### src/rtl/mips_regfile.sv
// mips_regfile: general-purpose register file for the multicycle MIPS datapath.
// Two combinational operand read ports, one debug read port, one synchronous
// write port, optional same-cycle write-to-read forwarding and a saturating
// count of committed writes.
module mips_regfile #(
    parameter int WIDTH      = 32,
    parameter int DEPTH_LOG2 = 5,
    parameter int BYPASS     = 1
) (
    input  logic                  clk,
    input  logic                  reset,
    input  logic [DEPTH_LOG2-1:0] RdAddr1,
    input  logic [DEPTH_LOG2-1:0] RdAddr2,
    input  logic [DEPTH_LOG2-1:0] DbgAddr,
    input  logic                  WrEn,
    input  logic [DEPTH_LOG2-1:0] WrAddr,
    input  logic [WIDTH-1:0]      WrData,
    output logic [WIDTH-1:0]      RdData1,
    output logic [WIDTH-1:0]      RdData2,
    output logic [WIDTH-1:0]      DbgData,
    output logic [15:0]           WrCount
);

    localparam int unsigned DEPTH = 1 << DEPTH_LOG2;

    logic [WIDTH-1:0] r_mem [DEPTH];
    logic [15:0]      r_wr_count;
    logic             w_commit;

    // A write commits only when enabled and not aimed at the hardwired zero register.
    assign w_commit = WrEn && (WrAddr != '0);

    // Read-port selection: reset forces zero, r0 is always zero, and the optional
    // forwarding path returns the in-flight write data for a matching address.
    function automatic logic [WIDTH-1:0] f_port(
        input logic [DEPTH_LOG2-1:0] addr,
        input logic [WIDTH-1:0]      stored,
        input logic                  rst,
        input logic                  commit,
        input logic [DEPTH_LOG2-1:0] waddr,
        input logic [WIDTH-1:0]      wdata
    );
        if (rst || (addr == '0)) begin
            return '0;
        end
        if ((BYPASS != 0) && commit && (addr == waddr)) begin
            return wdata;
        end
        return stored;
    endfunction

    // Storage update: async clear of the whole file, one write per rising edge.
    always_ff @(posedge clk or posedge reset) begin
        if (reset) begin
            r_mem <= '{default: '0};
        end else if (w_commit) begin
            r_mem[WrAddr] <= WrData;
        end
    end

    // Committed-write counter, saturating at all-ones.
    always_ff @(posedge clk or posedge reset) begin
        if (reset) begin
            r_wr_count <= '0;
        end else if (w_commit && (r_wr_count != '1)) begin
            r_wr_count <= r_wr_count + 16'd1;
        end
    end

    // Zero-latency read ports.
    always_comb begin
        RdData1 = f_port(RdAddr1, r_mem[RdAddr1], reset, w_commit, WrAddr, WrData);
        RdData2 = f_port(RdAddr2, r_mem[RdAddr2], reset, w_commit, WrAddr, WrData);
        DbgData = f_port(DbgAddr, r_mem[DbgAddr], reset, w_commit, WrAddr, WrData);
    end

    assign WrCount = r_wr_count;

endmodule

### config.mk
export PLATFORM = sky130hd
export DESIGN_NAME = mips_regfile
export DESIGN_NICKNAME = d
export VERILOG_FILES = /design/src/rtl/mips_regfile.sv
export SDC_FILE = /design/constraint.sdc
export NUM_CORES = 2
export LEC_CHECK = 0
export BUFFER_PORTS_ARGS = -buffer_cell sky130_fd_sc_hd__buf_2
export CAP_MARGIN = 20
export CELL_PAD_IN_SITES_DETAIL_PLACEMENT = 0
export CELL_PAD_IN_SITES_GLOBAL_PLACEMENT = 2
export CORE_MARGIN = 3
export CORE_UTILIZATION = 45
export DETAILED_ROUTE_END_ITERATION = 8
export HOLD_SLACK_MARGIN = 0.1
export PLACE_DENSITY_LB_ADDON = 0.1
export SETUP_SLACK_MARGIN = 0.1
export SLEW_MARGIN = 30
export SYNTH_ARGS = -nofsm -noshare
export SYNTH_HDL_FRONTEND = slang
export SYNTH_SLANG_ARGS = --single-unit
### constraint.sdc
create_clock -name clk -period 91.5 [get_ports clk]
set_input_delay 9.15 -clock clk [delete_from_list [all_inputs] [get_ports clk]]
set_output_delay 9.15 -clock clk [all_outputs]
set_load 0.005 [all_outputs]
# After elaboration in Yosys (flattened, before gate mapping)
# Cells that the tools add are included.
[word_totals] ff_bits=1040 latch_bits=0 ramBits=0 mem_bits_ro=0 output_inout_bits=112 n_memories=0
[op_classes] addsub=1 multipliers=0 div_mod_pow=0 order_cmp=5 n_eq_ne=4 shifts=0 muxes=33 bitwise=4 n_reduce_logical=13
[op_table] operator="1024-bit bitwise mux" n=1
[op_table] operator="32-bit 2-to-1 mux" n=19
[op_table] operator="32-bit binary-select mux with 5-bit select" n=3
[op_table] operator="32-bit demux with 5-bit select" n=1
[op_table] operator="6-bit >= comparator (second input constant)" n=4
[op_table] operator="5-bit inverter with 6-bit output" n=4
[op_table] operator="16-bit by 1-bit adder with 16-bit output (second input constant)" n=1
[op_table] operator="16-bit != test (second input constant)" n=1
[op_table] operator="5-bit == test" n=3
[op_table] operator="5-bit logical NOT" n=3
[op_table] operator="1-bit 2-to-1 mux" n=9
[op_table] operator="1-bit logical AND" n=6
[op_table] operator="6-bit by 1-bit less-than comparator with 1-bit output (second input constant)" n=1
[op_table] operator="5-bit nonzero test" n=1
[op_table] operator="1-bit logical OR" n=3

# Longest topological paths before layout
[logic_depth] depth_word=7 mapped_depth=10

# Least setup slack after synthesis
# Ideal clock, no wire load.
[synth_path] path_kind="input to output" start="input reset" end="output RdData2[15]" t_arrival_ns=35.589 t_required_ns=82.350 slack_ns=46.761 stages=5 path_cell_list="inv_1 > o311ai_1 > clkbuf_1 > a211oi_1 > a211o_1"
[synth_via] elab_chain_cells=3
[synth_rtl] element="start: declaration" line_no="11" text="input logic reset,"
[synth_rtl] element="1-bit logical OR" line_no="43" text="if (rst || (addr == '0)) begin"
[synth_rtl] element="1-bit 2-to-1 mux" line_no="43"
[synth_rtl] element="32-bit 2-to-1 mux" line_no="46" text="if ((BYPASS != 0) && commit && (addr == waddr)) begin"
[synth_rtl] element="end: declaration" line_no="19" text="output logic [WIDTH-1:0] RdData2,"
# Every way passes these cells.

# Worst setup path in the final report
[layout_path] start="input RdAddr1[0]" end="output RdData1[19]"
[layout_via] elab_chain_cells=6 elab_cells_between_ends=14 classes_between="1 x eq/ne; 9 x mux; 1 x bitwise; 3 x reduce/logical"
[layout_rtl] element="start: declaration" line_no="12" text="input logic [DEPTH_LOG2-1:0] RdAddr1,"
[layout_rtl] element="5-bit inverter with 6-bit output (not written as such) / 5-bit == test (equally long branches)" line_no="72, 46"
[layout_rtl] element="32-bit binary-select mux with 5-bit select / 1-bit logical AND (equally long branches)" line_no="72, 46"
[layout_rtl] element="32-bit 2-to-1 mux (not written as such) / 1-bit 2-to-1 mux (equally long branches) (2 in a row)" line_no="72, 46"
[layout_rtl] element="32-bit 2-to-1 mux" line_no="49" text="return stored;"
[layout_rtl] element="32-bit 2-to-1 mux *" line_no="46"
[layout_rtl] element="end: declaration" line_no="18" text="output logic [WIDTH-1:0] RdData1,"
# Every way passes the cells marked *; elsewhere a longest branch is shown, timed or not. The select of a mux whose other input is x is not followed.

==> metrics.yaml <==
sequentialPowerShare: 0.418
die_area_sq_mm: 0.147
crit_top_cell: "buf_4"
routed_wirelength_um: 237000
cts.repair.resized: 0
die_x_um: 383
rsz0062_at_grt: "false"
setup_tns_ps: 0
finalHoldViolCount: 0
synth_nets: 4332
startpoint_type: "input port"
grt.overflow.total: 0
crit_required_ps: 82350
cp_slowest_stage_delay_ps: 730
vdd.ir_drop.worst_mv: 0.0171
clk-insertion-delay-late_ps: 740
final.period_utilization: 0.246
setup_viol: 0
grt_first_pass_wirelength_um: 340000
crit_fanout: 37
coreArea_sq_mm: 0.141
tightest_slew_ps: 1260
grt_pass1_vias: 43800
grt_max_degree: 173
numPortBuffers: 166
ys_ff_latch: 1040
maxCapViolations: 0
syn_to_final_growth_pct: 10.7
power_density_mw_per_mm2: 21.3
cp_data_arrival_time_ps: 13330
switching_share: 0.286
yosysWarnings: 0
post-place-ws_ps: 68920
cts_sinks: 1040
cts_buffer_depth: 3
drive_gt1_frac: 0.499
dp_hpwl_um: 129000
ff_latch_area_sq_mm: 0.0260
total_leakage_power_nw: 30.0
syn-cell-area_sq_mm: 0.0641
pwr-share-clk: 0.352
cts_inserted_buffers: 131
postCtsSetupBuffers: 0
start_util: 0.456
fin_crit_ps: 22480
max_freq_mhz: 44.5
synth_edf_count: 0
combPwrFrac: 0.230
holdBufCountCts: 0
seq_area_frac_synth: 0.406
grt_antenna_before_repair: 15
tritoncts: "built"
slew_headroom: 0.158
die_h_um: 383
p_int_mw: 1.08
n_fill_cell: 12000
wl_per_cell_um: 38.5
hold_class: "reg2reg"
final_cell_mix: "1,040 x dfrtp_1, 832 x mux2_2, 768 x mux4_2, 202 x mux2i_1, 196 x a211oi_1"
path_clk_slew_ps: 50
synth_cells: 4276
ys.flop_type: "dfrtp_1"
drt-initial-drc-count: 4497
slew_viol_final: 0
drc: 0
vias: 43000
switchingPower_mw: 0.432
cp_cell_sequence: "buf_8 > buf_4 > buf_4 > buf_4 > mux4_2 > mux2_2 > a221oi_1 > a21oi_1 > a22o_1 > buf_2"
avgSynthCellArea_sq_um: 15.0
synth_top_area_frac: 0.406
grtUsageTotal: 0.325
first_pass_iters: 5
critPathCaptureType: "output port"
io_pins: 167
status: "complete, no violations"
htreeDepth: 4
final_common_cell: "dfrtp_1"
viasPerCell: 7.01
fp-row-count: 137
synth_async_sr_flop_share: 1.00
ys_types: 54
worst_slack_ps: 69020
fin_nets: 4222
path_class: "in2out"
cts-root-buf: "clkbuf_16"
multi_input_area_sq_mm: 0.0362
ant_nets: 0
cp_slowest_cell: "buf_4"
synthTopCellsByArea: "dfrtp_1 41%, mux4_2 27%, mux2_2 15%"
gp_congestion: 0.785
synth_top_area_cell: "dfrtp_1"
fin_worst_skew_ps: 2.94
[synthesized netlist by cell type, types with 4 or more instances]
cell,n
xor2_1,8
a22o_1,36
a211o_1,64
a2bb2oi_1,6
a21oi_1,25
buf_4,16
mux2_1,178
buf_1,66
buf_6,14
a32o_1,11
o21ai_0,11
nor2_1,25
nand3b_1,5
a211oi_1,196
a31oi_1,7
dfrtp_1,1040
nor3b_1,5
mux2i_1,202
buf_2,124
nand2b_1,6
a221oi_1,6
a22oi_1,15
o221ai_1,26
o22ai_1,25
xnor2_1,22
nand3_1,12
nand4_1,6
nand2_1,43
inv_1,6
nor2b_1,130
mux2_2,832
mux4_2,768
clkbuf_1,303
or4_1,4
[cell families (layout without fill, tap and decap cells)]
family | after synthesis | after routing | synth area share
adder cells (fa/ha/maj) | 1 | 1 | 0.000195
AO/OA/AOI/OAI | 437 | 437 | 0.0522
XOR/XNOR | 30 | 30 | 0.00410
multiplexers | 1980 | 1980 | 0.479
other | 0 | 3 | 0
buffers and inverters | 530 | 512 | 0.0360
flip-flops | 1040 | 1040 | 0.406
AND/OR/NAND/NOR | 258 | 258 | 0.0228
[final cells by class]
class	instances	share of cell area
multi-input combinational	2706	0.510
inverter	7	0.000476
timing repair buffer	280	0.0289
sequential	1040	0.367
tap	1876	0.0331
clock buffer	193	0.0549
clock inverter	32	0.00611
antenna	3	0.000106
[power groups by stage]
stage                     Clock [mW]  Combinational (mW)  Sequential [mW]
final                          0.532               0.348            0.632
after global routing           0.560               0.372            0.644
after CTS                      0.541               0.348            0.628
after detailed placement           0               0.347            0.636
after global placement             0               0.342            0.632
after floorplan                    0               0.274            0.610
[stage by stage]
step           hold WS, ps  area, sq um  utilization  instances  total power, mW
5_1_grt                427        71000        0.505       6134             1.58
6_report               411        71000        0.505       6137             1.51
3_5_place_dp           403        66500        0.473       5904            0.983
2_1_floorplan          458        64100            -       4276            0.883
3_3_place_gp           399        66300        0.471       5897            0.975
4_1_cts                415        70800        0.504       6129             1.52
[worst max-delay path, delay by kind of cell]
| kind | cells | cell delay, ps |
|---|---|---|
| buf+inv | 5 | 2510 |
| mux | 2 | 880 |
| compound gates | 3 | 710 |
[flip-flops by register name, indices dropped and copies added (netlist names)]
signal,count
r_mem,1024
WrCount,16
[routing by layer]
metal | routed length (um) | up-vias | track usage | part of all wire
met1 | 103000 | 23800 | 0.472 | 0.43
met4 | 7330 | 6 | 0.0952 | 0.031
met5 | 39 | - | 0 | 0.00016
met3 | 18900 | 387 | 0.0691 | 0.080
met2 | 108000 | 1923 | 0.493 | 0.45
li1 | - | 16900 | - | -
[path summary, 6_finish.rpt]
kind | startpoint | end | slack (ps) | depth (start not counted)
max | RdAddr1[0] | RdData1[19] | 69020 | 10
min | r_mem[1004] | r_mem[1004] | 410 | 0
max reg2reg | WrCount[0] | WrCount[1] | 89420 | 5
min reg2reg | r_mem[1004] | r_mem[1004] | 410 | 0
max in group asynchronous | reset | r_mem[417] | 79940 | 6
min in group asynchronous | reset | r_mem[236] | 8560 | 2
(Power assumes the default switching activity.)
